$ cat config.mk
export PLATFORM = sky130hd
export DESIGN_NAME = countdown_timer
export DESIGN_NICKNAME = d
export VERILOG_FILES = /design/src/rtl/timer_pkg.sv /design/src/rtl/timer_bcd_digit.sv /design/src/rtl/countdown_timer.sv
export SDC_FILE = /design/constraint.sdc
export NUM_CORES = 1
export LEC_CHECK = 0
export CELL_PAD_IN_SITES_DETAIL_PLACEMENT = 0
export CELL_PAD_IN_SITES_GLOBAL_PLACEMENT = 1
export CORE_MARGIN = 5
export CORE_UTILIZATION = 45
export DETAILED_ROUTE_END_ITERATION = 8
export GPL_TIMING_DRIVEN = 0
export PLACE_DENSITY = 0.89
export SYNTH_ARGS = -nofsm -noshare
export SYNTH_HDL_FRONTEND = slang
export SYNTH_SLANG_ARGS = --single-unit
$ cat constraint.sdc
create_clock -name clk -period 10.7 [get_ports clk]
set_clock_uncertainty 0.2 [all_clocks]
set_input_delay 3.21 -clock clk [delete_from_list [all_inputs] [get_ports clk]]
set_output_delay 3.21 -clock clk [all_outputs]
set_load 0.005 [all_outputs]
$ cat src/rtl/timer_pkg.sv
// Shared definitions for the countdown timer: state encoding, field limits,
// the default tick rate and the digit/limit helper functions.
package timer_pkg;

  typedef enum logic [1:0] {
    IDLE    = 2'd0,
    RUN     = 2'd1,
    PAUSE   = 2'd2,
    EXPIRED = 2'd3
  } state_t;

  // Encoding of SW[9:8]
  typedef enum logic [1:0] {
    FIELD_SEC  = 2'b00,
    FIELD_MIN  = 2'b01,
    FIELD_HOUR = 2'b10,
    FIELD_NONE = 2'b11
  } field_t;

  localparam logic [5:0] SEC_MAX        = 6'd59;
  localparam logic [5:0] MIN_MAX        = 6'd59;
  localparam logic [5:0] HOUR_MAX       = 6'd23;
  localparam int         CLK_HZ_DEFAULT = 50_000_000;

  // Clamp a loaded value to the field's upper limit.
  function automatic logic [5:0] sat_limit(input logic [5:0] value,
                                           input logic [5:0] limit);
    return (value > limit) ? limit : value;
  endfunction

  // Active-low {g,f,e,d,c,b,a} pattern for one decimal digit.
  function automatic logic [6:0] seg7(input logic [3:0] digit);
    case (digit)
      4'd0:    return 7'b1000000;
      4'd1:    return 7'b1111001;
      4'd2:    return 7'b0100100;
      4'd3:    return 7'b0110000;
      4'd4:    return 7'b0011001;
      4'd5:    return 7'b0010010;
      4'd6:    return 7'b0000010;
      4'd7:    return 7'b1111000;
      4'd8:    return 7'b0000000;
      4'd9:    return 7'b0010000;
      default: return 7'b1111111;
    endcase
  endfunction

endpackage

$ cat src/rtl/timer_bcd_digit.sv
// Splits a 0-59 binary value into tens/ones digits and drives two
// active-low seven-segment patterns, tens digit first.
module timer_bcd_digit
  import timer_pkg::*;
(
  input  logic [5:0] value,
  output logic [6:0] tens,
  output logic [6:0] ones
);

  logic [3:0] tens_digit;
  logic [3:0] ones_digit;

  // Decimal split and segment lookup, purely combinational.
  always_comb begin
    tens_digit = 4'(value / 6'd10);
    ones_digit = 4'(value % 6'd10);
    tens       = seg7(tens_digit);
    ones       = seg7(ones_digit);
  end

endmodule

$ cat src/rtl/countdown_timer.sv
// HH:MM:SS countdown timer with load/start pushbuttons, a one-second
// prescaler and a six-digit active-low seven-segment display.
module countdown_timer
  import timer_pkg::*;
#(
  parameter int CLK_HZ = CLK_HZ_DEFAULT
) (
  input  logic       clk,
  input  logic       reset,
  input  logic [9:0] SW,
  input  logic [1:0] KEY,
  output logic [6:0] HEX0,
  output logic [6:0] HEX1,
  output logic [6:0] HEX2,
  output logic [6:0] HEX3,
  output logic [6:0] HEX4,
  output logic [6:0] HEX5,
  output logic       done
);

  localparam int             PW         = $clog2(CLK_HZ);
  localparam logic [PW-1:0]  PRESC_LAST = PW'(CLK_HZ - 1);

  logic [1:0]    key_s1, key_s2, key_prev;
  logic          start_press, load_press;
  state_t        state, state_next;
  logic [PW-1:0] presc;
  logic [4:0]    hours;
  logic [5:0]    minutes, seconds;
  logic          time_zero, at_one_sec;
  logic          do_load, clr_presc, presc_en, tick;
  field_t        field;
  logic          unused_sw;

  assign field     = field_t'(SW[9:8]);
  assign unused_sw = ^SW[7:6];

  // Two-flop synchronizer plus edge history; idles at 1 (buttons released).
  always_ff @(posedge clk) begin
    // NOTE: sequential state uses <= so every flop samples pre-edge values.
    if (reset) begin
      key_s1   <= 2'b11;
      key_s2   <= 2'b11;
      key_prev <= 2'b11;
    end else begin
      key_s1   <= KEY;
      key_s2   <= key_s1;
      key_prev <= key_s2;
    end
  end

  assign start_press = key_prev[0] & ~key_s2[0];
  assign load_press  = key_prev[1] & ~key_s2[1];

  assign time_zero  = (hours == 5'd0) && (minutes == 6'd0) && (seconds == 6'd0);
  assign at_one_sec = (hours == 5'd0) && (minutes == 6'd0) && (seconds == 6'd1);

  // State register.
  always_ff @(posedge clk) begin
    if (reset) state <= IDLE;
    else       state <= state_next;
  end

  // Next-state and datapath controls; start always wins over load.
  always_comb begin
    // NOTE: every output gets a default first so no latch is inferred.
    state_next = state;
    do_load    = 1'b0;
    clr_presc  = 1'b0;
    presc_en   = 1'b0;
    tick       = 1'b0;
    case (state)
      IDLE: begin
        if (start_press) begin
          if (!time_zero) begin
            state_next = RUN;
            clr_presc  = 1'b1;
          end
        end else if (load_press) begin
          do_load   = 1'b1;
          clr_presc = 1'b1;
        end
      end
      PAUSE: begin
        // Resuming keeps the partial second accumulated before the pause.
        if (start_press) begin
          if (!time_zero) state_next = RUN;
        end else if (load_press) begin
          do_load   = 1'b1;
          clr_presc = 1'b1;
        end
      end
      RUN: begin
        if (start_press) begin
          state_next = PAUSE;
        end else begin
          presc_en = 1'b1;
          if (presc == PRESC_LAST) begin
            tick = 1'b1;
            if (at_one_sec) state_next = EXPIRED;
          end
        end
      end
      EXPIRED: begin
        if (start_press) state_next = IDLE;
      end
      default: state_next = IDLE;
    endcase
  end

  // Prescaler: frozen outside RUN, cleared on start-from-idle and on load.
  always_ff @(posedge clk) begin
    if (reset) begin
      presc <= '0;
    end else if (clr_presc) begin
      presc <= '0;
    end else if (presc_en) begin
      presc <= (presc == PRESC_LAST) ? '0 : presc + 1'b1;
    end
  end

  // Time registers: saturating field loads, borrow-chained decrement on tick.
  always_ff @(posedge clk) begin
    if (reset) begin
      hours   <= 5'd0;
      minutes <= 6'd0;
      seconds <= 6'd0;
    end else if (do_load) begin
      case (field)
        FIELD_SEC:  seconds <= sat_limit(SW[5:0], SEC_MAX);
        FIELD_MIN:  minutes <= sat_limit(SW[5:0], MIN_MAX);
        FIELD_HOUR: hours   <= 5'(sat_limit(SW[5:0], HOUR_MAX));
        default:    ;
      endcase
    end else if (tick) begin
      // Time is never zero in RUN, so the hours borrow cannot underflow.
      if (seconds != 6'd0) begin
        seconds <= seconds - 6'd1;
      end else begin
        seconds <= SEC_MAX;
        if (minutes != 6'd0) begin
          minutes <= minutes - 6'd1;
        end else begin
          minutes <= MIN_MAX;
          hours   <= hours - 5'd1;
        end
      end
    end
  end

  assign done = (state == EXPIRED);

  timer_bcd_digit u_sec (.value(seconds),          .tens(HEX1), .ones(HEX0));
  timer_bcd_digit u_min (.value(minutes),          .tens(HEX3), .ones(HEX2));
  timer_bcd_digit u_hr  (.value({1'b0, hours}),    .tens(HEX5), .ones(HEX4));

endmodule

# Yosys cells after proc, flatten, opt, wreduce, memory -nomap -nowiden
# Memories as Yosys holds them, arrays and structs flattened.
# Index checks and enable logic that the tools add are counted.
# classes
n_addsub	4
div_mod_pow	6
order_cmp	2
n_eq_ne	17
muxes	35
n_bitwise	4
reduce_logical	17
# op_table
op	n
2-to-1 mux 6 bit	10
2-to-1 mux 5 bit	6
adder 26 x 1 -> 26 bit (second input constant)	1
== test 26 bit (second input constant)	1
2-to-1 mux 26 bit	1
divider 6 x 4 -> 6 bit (second input constant)	2
zero test 6 bit	2
remainder unit 6 x 4 -> 6 bit (second input constant)	2
2-to-1 mux 2 bit	6
nonzero test 6 bit	2
subtractor 6 x 1 -> 6 bit (second input constant)	2
2-to-1 mux 1 bit	10
inequality test 2 x 1 -> 1 bit (second input constant)	5
divider 5 x 4 -> 6 bit (second input constant)	1
== test 2 bit (second input constant)	3
== test 6 x 1 -> 1 bit (second input constant)	1
greater-than comparator 6 x 5 -> 1 bit (second input constant)	1
greater-than comparator 6 bit (second input constant)	1
remainder unit 5 x 4 -> 6 bit (second input constant)	1
inequality test 2 bit (second input constant)	3
inequality test 3 bit (second input constant)	2
one-hot mux 2 bit (3 select lines)	1
zero test 5 bit	1
AND reduction 5 bit	1
12 further kinds	19
# totals
register_bits	51
mem_bits_ro	672
word_cells	99
n_memories	6
# mem_list
memory	words	word_bits	read_ports	rd_clocked_by_memory_dff	write_ports	line	source
(no name shown)	16	7	1	0	0	timer_pkg.sv:33	case (digit)
(no name shown)	16	7	1	0	0	timer_pkg.sv:33	
(no name shown)	16	7	1	0	0	timer_pkg.sv:33	
(no name shown)	16	7	1	0	0	timer_pkg.sv:33	
(no name shown)	16	7	1	0	0	timer_pkg.sv:33	
(no name shown)	16	7	1	0	0	timer_pkg.sv:33	

# Depth between registers and ports, before layout
# logic_depth
ltp_word	7
mapped_depth	13

# Hierarchy
# Synthesis repeated with hierarchy kept, for this count alone.
# unflattened
hier_cells	623
area_unflattened_um2	4737.0
# modules_own_cells
module	instances	cells_per_inst	area_per_inst_um2	seq_area_each_um2
countdown_timer	1	359	2897.8	1021.0
timer_bcd_digit	3	88	613.1	0.0

# Worst setup path before layout
# Ideal clock, no wire load.
# synth_path
path_kind	flip-flop to output port
start	register minutes[0]
end	output HEX2[4]
arrival_ns	2.638
slack_ns	4.652
path_stages_with_launch	14
n_path_buf	1
path_cell_list	dfxtp_1 -> inv_1 -> ha_1 -> or4b_2 -> mux2i_1 -> or2_2 -> buf_2 -> xnor2_1 -> inv_1 -> ha_1 -> inv_1 -> nor2_1 -> a21oi_1 -> a21o_1
# synth_between
elab_chain_cells	2
# synth_lines
element	line	source
start: declaration	countdown_timer.sv:29	logic [5:0] minutes, seconds;
start signal: assignment	countdown_timer.sv:131	FIELD_MIN: minutes <= sat_limit(SW[5:0], MIN_MAX);
start signal: assignment	countdown_timer.sv:142	minutes <= minutes - 6'd1;
remainder unit 6 x 4 -> 6 bit	timer_bcd_digit.sv:17	ones_digit = 4'(value % 6'd10);
memory (16 x 7 bit)	n/a	
end: declaration	countdown_timer.sv:14	output logic [6:0] HEX2,
# Every way passes these cells.

# Worst setup path after layout
# Ends and elaborated chain as after synthesis.

==> results.cfg <==
[run_status]
run_status = finished clean

[timing]
grt_setup_unrepaired = false
setup_total_negative_slack_ns = 0
timing.fmax_mhz = 139.2
finalSetupViolations = 0
worst_slew_pin_slew_ns = 0.7650
max_slew_margin = 0.4833
final-hold-violation-count = 0
post-route-min-period_ns = 7.185
drv_slew = 0
min_period_over_period = 0.6715

[final_layout]
diodes = 0
finalNetCount = 694
final_common_cell = nor2_1
syn_to_final_growth_pct = 17.71
layout.cells.most_common_list = 69 x nor2_1, 52 x clkdlybuf4s50_1, 51 x dfxtp_1
drive_gt1_frac = 0.07453
design_area_um2 = 5206
nFillCells = 937

[yosys]
synth-edff-count = 0
synth-seq-cells = 51
post_synth_cell_types = 80
syn-mean-instance-area_um2 = 7.574
post_synth_main_area_contributors = dfxtp_1 23%, ha_1 10%, nor2_1 5.9%
synth_top_cell_by_area = dfxtp_1
post_synth_instance_area_um2 = 4423
gate_count_post_synth = 584
synth_fp_nets = 635
synth_async_sr_flop_share = 0
synth_top_area_share = 0.2308
synth-warning-count = 0
yosysSeqAreaShare = 0.2308
synth_top_flop_cell = dfxtp_1

[cts]
cts_max_path_buffers = 2
cts_setup_buffers = 0
worst_skew_pair_latency_ns = 0.32
htreeDepth = 2
cts.sink_count = 51
ctsRootBufferMaster = clkbuf_8
worst_setup_hold_path_clk_slew_ns = 0.10
quantity_of_gates_resized_following_cts = 0
cts_buffers = 5
cts.hold.buffers_added = 0
cts_tree = yes

[worst_setup_path]
worstPathArrival_ns = 3.77
worst_setup_path_start_kind = register
worst_r2r_start = presc[0]
r2r_end = minutes[1]
worst-r2r-setup-slack_ns = 7.78
criticalPathCategory = register to primary output
worst-r2r-cell-count = 8
critical_path.endpoint_type = primary output
worst_path_maximum_fanout = 12
crit_required_ns = 7.29

[die]
placement_rows = 36
die-height_um = 109.1
pin_count = 57
fp.dieArea_um2 = 11910
chipWidth_um = 109.1
core-area_um2 = 9684
initial_core_util = 0.4567

[placed_design]
io_buffers = 52
detailedPlacementHpwl_mm = 8.297
place.gp.congestion = 0.8659
post_dp_cell_area_um2 = 5110

[power]
pwr-share-clk = 0.291
power.switching_w = 0.0001226
vdd.ir_drop.worst_mv = 0.05363
switching_share = 0.2995
power.sequential.fraction = 0.475
p_int_w = 0.0002867
power_density_nw_per_um2 = 78.61
power.share.combinational = 0.235
leakagePower_nw = 2.073

[grt]
grt_pass1_vias = 4044
grt_antenna_before_repair = 0
total_global_routing_overflow = 0
total_global_route_track_usage = 0.1870
grt_pass1_wl_mm = 18.60
grt_max_degree = 19

[detailed_routing]
drc = 0
drt-total-wl_mm = 10.74
route.antenna.remaining_nets = 0
detail_route.iter0.violations = 237
viasPerCell = 5.434
detail_route.first_pass.iterations = 5
wl_per_cell_um = 13.82
routed_via_count = 4222

[min_path]
timing.hold.worst.class = register to register
min_path_cells = 1
holdCritStartpoint = key_s1[0]
min_to = key_s2[0]

[job]
timing.max_cap.violations = 0
[synthesized netlist by cell type, drive strengths merged (2+ instances only)]
cell type	instances
nor2	69
or3b	2
nor2b	11
and3	10
nor4b	2
nor4	6
o21a	2
a31oi	6
o211ai	2
buf	10
or3	5
o21ai	30
nand4	9
nand2	41
inv	36
nor3b	3
clkbuf	23
o22ai	4
dfxtp	51
or2	11
nand3	22
nor3	19
nand2b	11
xor2	16
ha	37
mux2	2
a221o	2
o311ai	3
a21boi	2
a22o	2
o221a	3
a221oi	4
maj3	2
and2	9
a21o	6
o31ai	4
or4b	2
xnor2	21
a21oi	39
a211oi	7
mux2i	15
[per-layer routing]
metal	up-vias	global-route usage	wire, um
met5	-	0	0
met1	1954	0.2539	5218
met2	84	0.3039	5028
li1	2174	-	-
met4	0	0.04689	107
met3	10	0.03612	388
[cell families after synthesis]
logic type,count (synthesis),synth area share
simple gates,237,0.2750
fa+ha+maj,39,0.1092
mux,17,0.03988
xor+xnor,37,0.07327
other cells,1,0.0008478
flops,51,0.2308
compound gates,133,0.2040
buf+inv,69,0.06704
[cell type report]
type | count | area [um^2] | area share
buffer | 33 | 161.4 | 0.03100
clock buffer | 5 | 68.82 | 0.01322
clock inverter | 3 | 27.53 | 0.005287
inverter | 36 | 135.1 | 0.02596
multi-input combinational | 464 | 3105 | 0.5965
sequential | 51 | 1021 | 0.1961
tap | 133 | 166.4 | 0.03196
timing repair buffer | 52 | 520.5 | 0.09998
[stage by stage]
stage | setup WS [ns] | utilization | std cells | total power, W | hold slack, ns
6_report | 3.515 | 0.5376 | 777 | 0.0004092 | 0.2168
5_1_grt | 3.143 | 0.5376 | 777 | 0.0004361 | 0.2296
4_1_cts | 3.488 | 0.5376 | 777 | 0.0004137 | 0.2189
3_5_place_dp | 3.858 | 0.5276 | 769 | 0.0002942 | 0.1975
3_3_place_gp | 3.909 | 0.5276 | 769 | 0.0002928 | 0.1964
2_1_floorplan | 4.652 | - | 584 | 0.0002562 | 0.1895
[critical path: stages (launching register included)]
cell and delay [ns]:
dfxtp_1 0.40, inv_1 0.18, ha_1 0.25, or4b_2 0.61, mux2i_1 0.18, or2_2 0.15, buf_2 0.23, xnor2_1 0.20
inv_1 0.12, ha_1 0.19, inv_1 0.11, nor2_1 0.06, a21oi_1 0.15, a21o_1 0.15, clkdlybuf4s50_1 0.50
[power by group through the flow]
stage | Sequential [W] | Clock, W | Combinational (W)
final | 0.000194 | 0.000119 | 0.0000960
after global placement | 0.000199 | 0 | 0.0000942
after CTS | 0.000194 | 0.000123 | 0.0000962
after global routing | 0.000195 | 0.000134 | 0.000107
after detailed placement | 0.000199 | 0 | 0.0000955
after floorplan | 0.000198 | 0 | 0.0000582
[flip-flops by register name, indices dropped and copies added (netlist names)]
register and cells:
hours 5, key_prev 2, key_s1 2, key_s2 2, minutes 6, presc 26, seconds 6, state 2
[how the worst max path moves through the flow]
stage,startpoint,endpoint,slack [ns]
final,minutes[0],HEX2[4],3.52
after detailed placement,minutes[0],HEX2[4],3.86
after global placement,minutes[0],HEX2[5],3.91
after CTS,minutes[0],HEX2[4],3.49
after floorplan,minutes[0],HEX2[4],4.65
after global routing,minutes[0],HEX2[4],3.14
No activity file was read; power rests on OpenSTA's default activity.
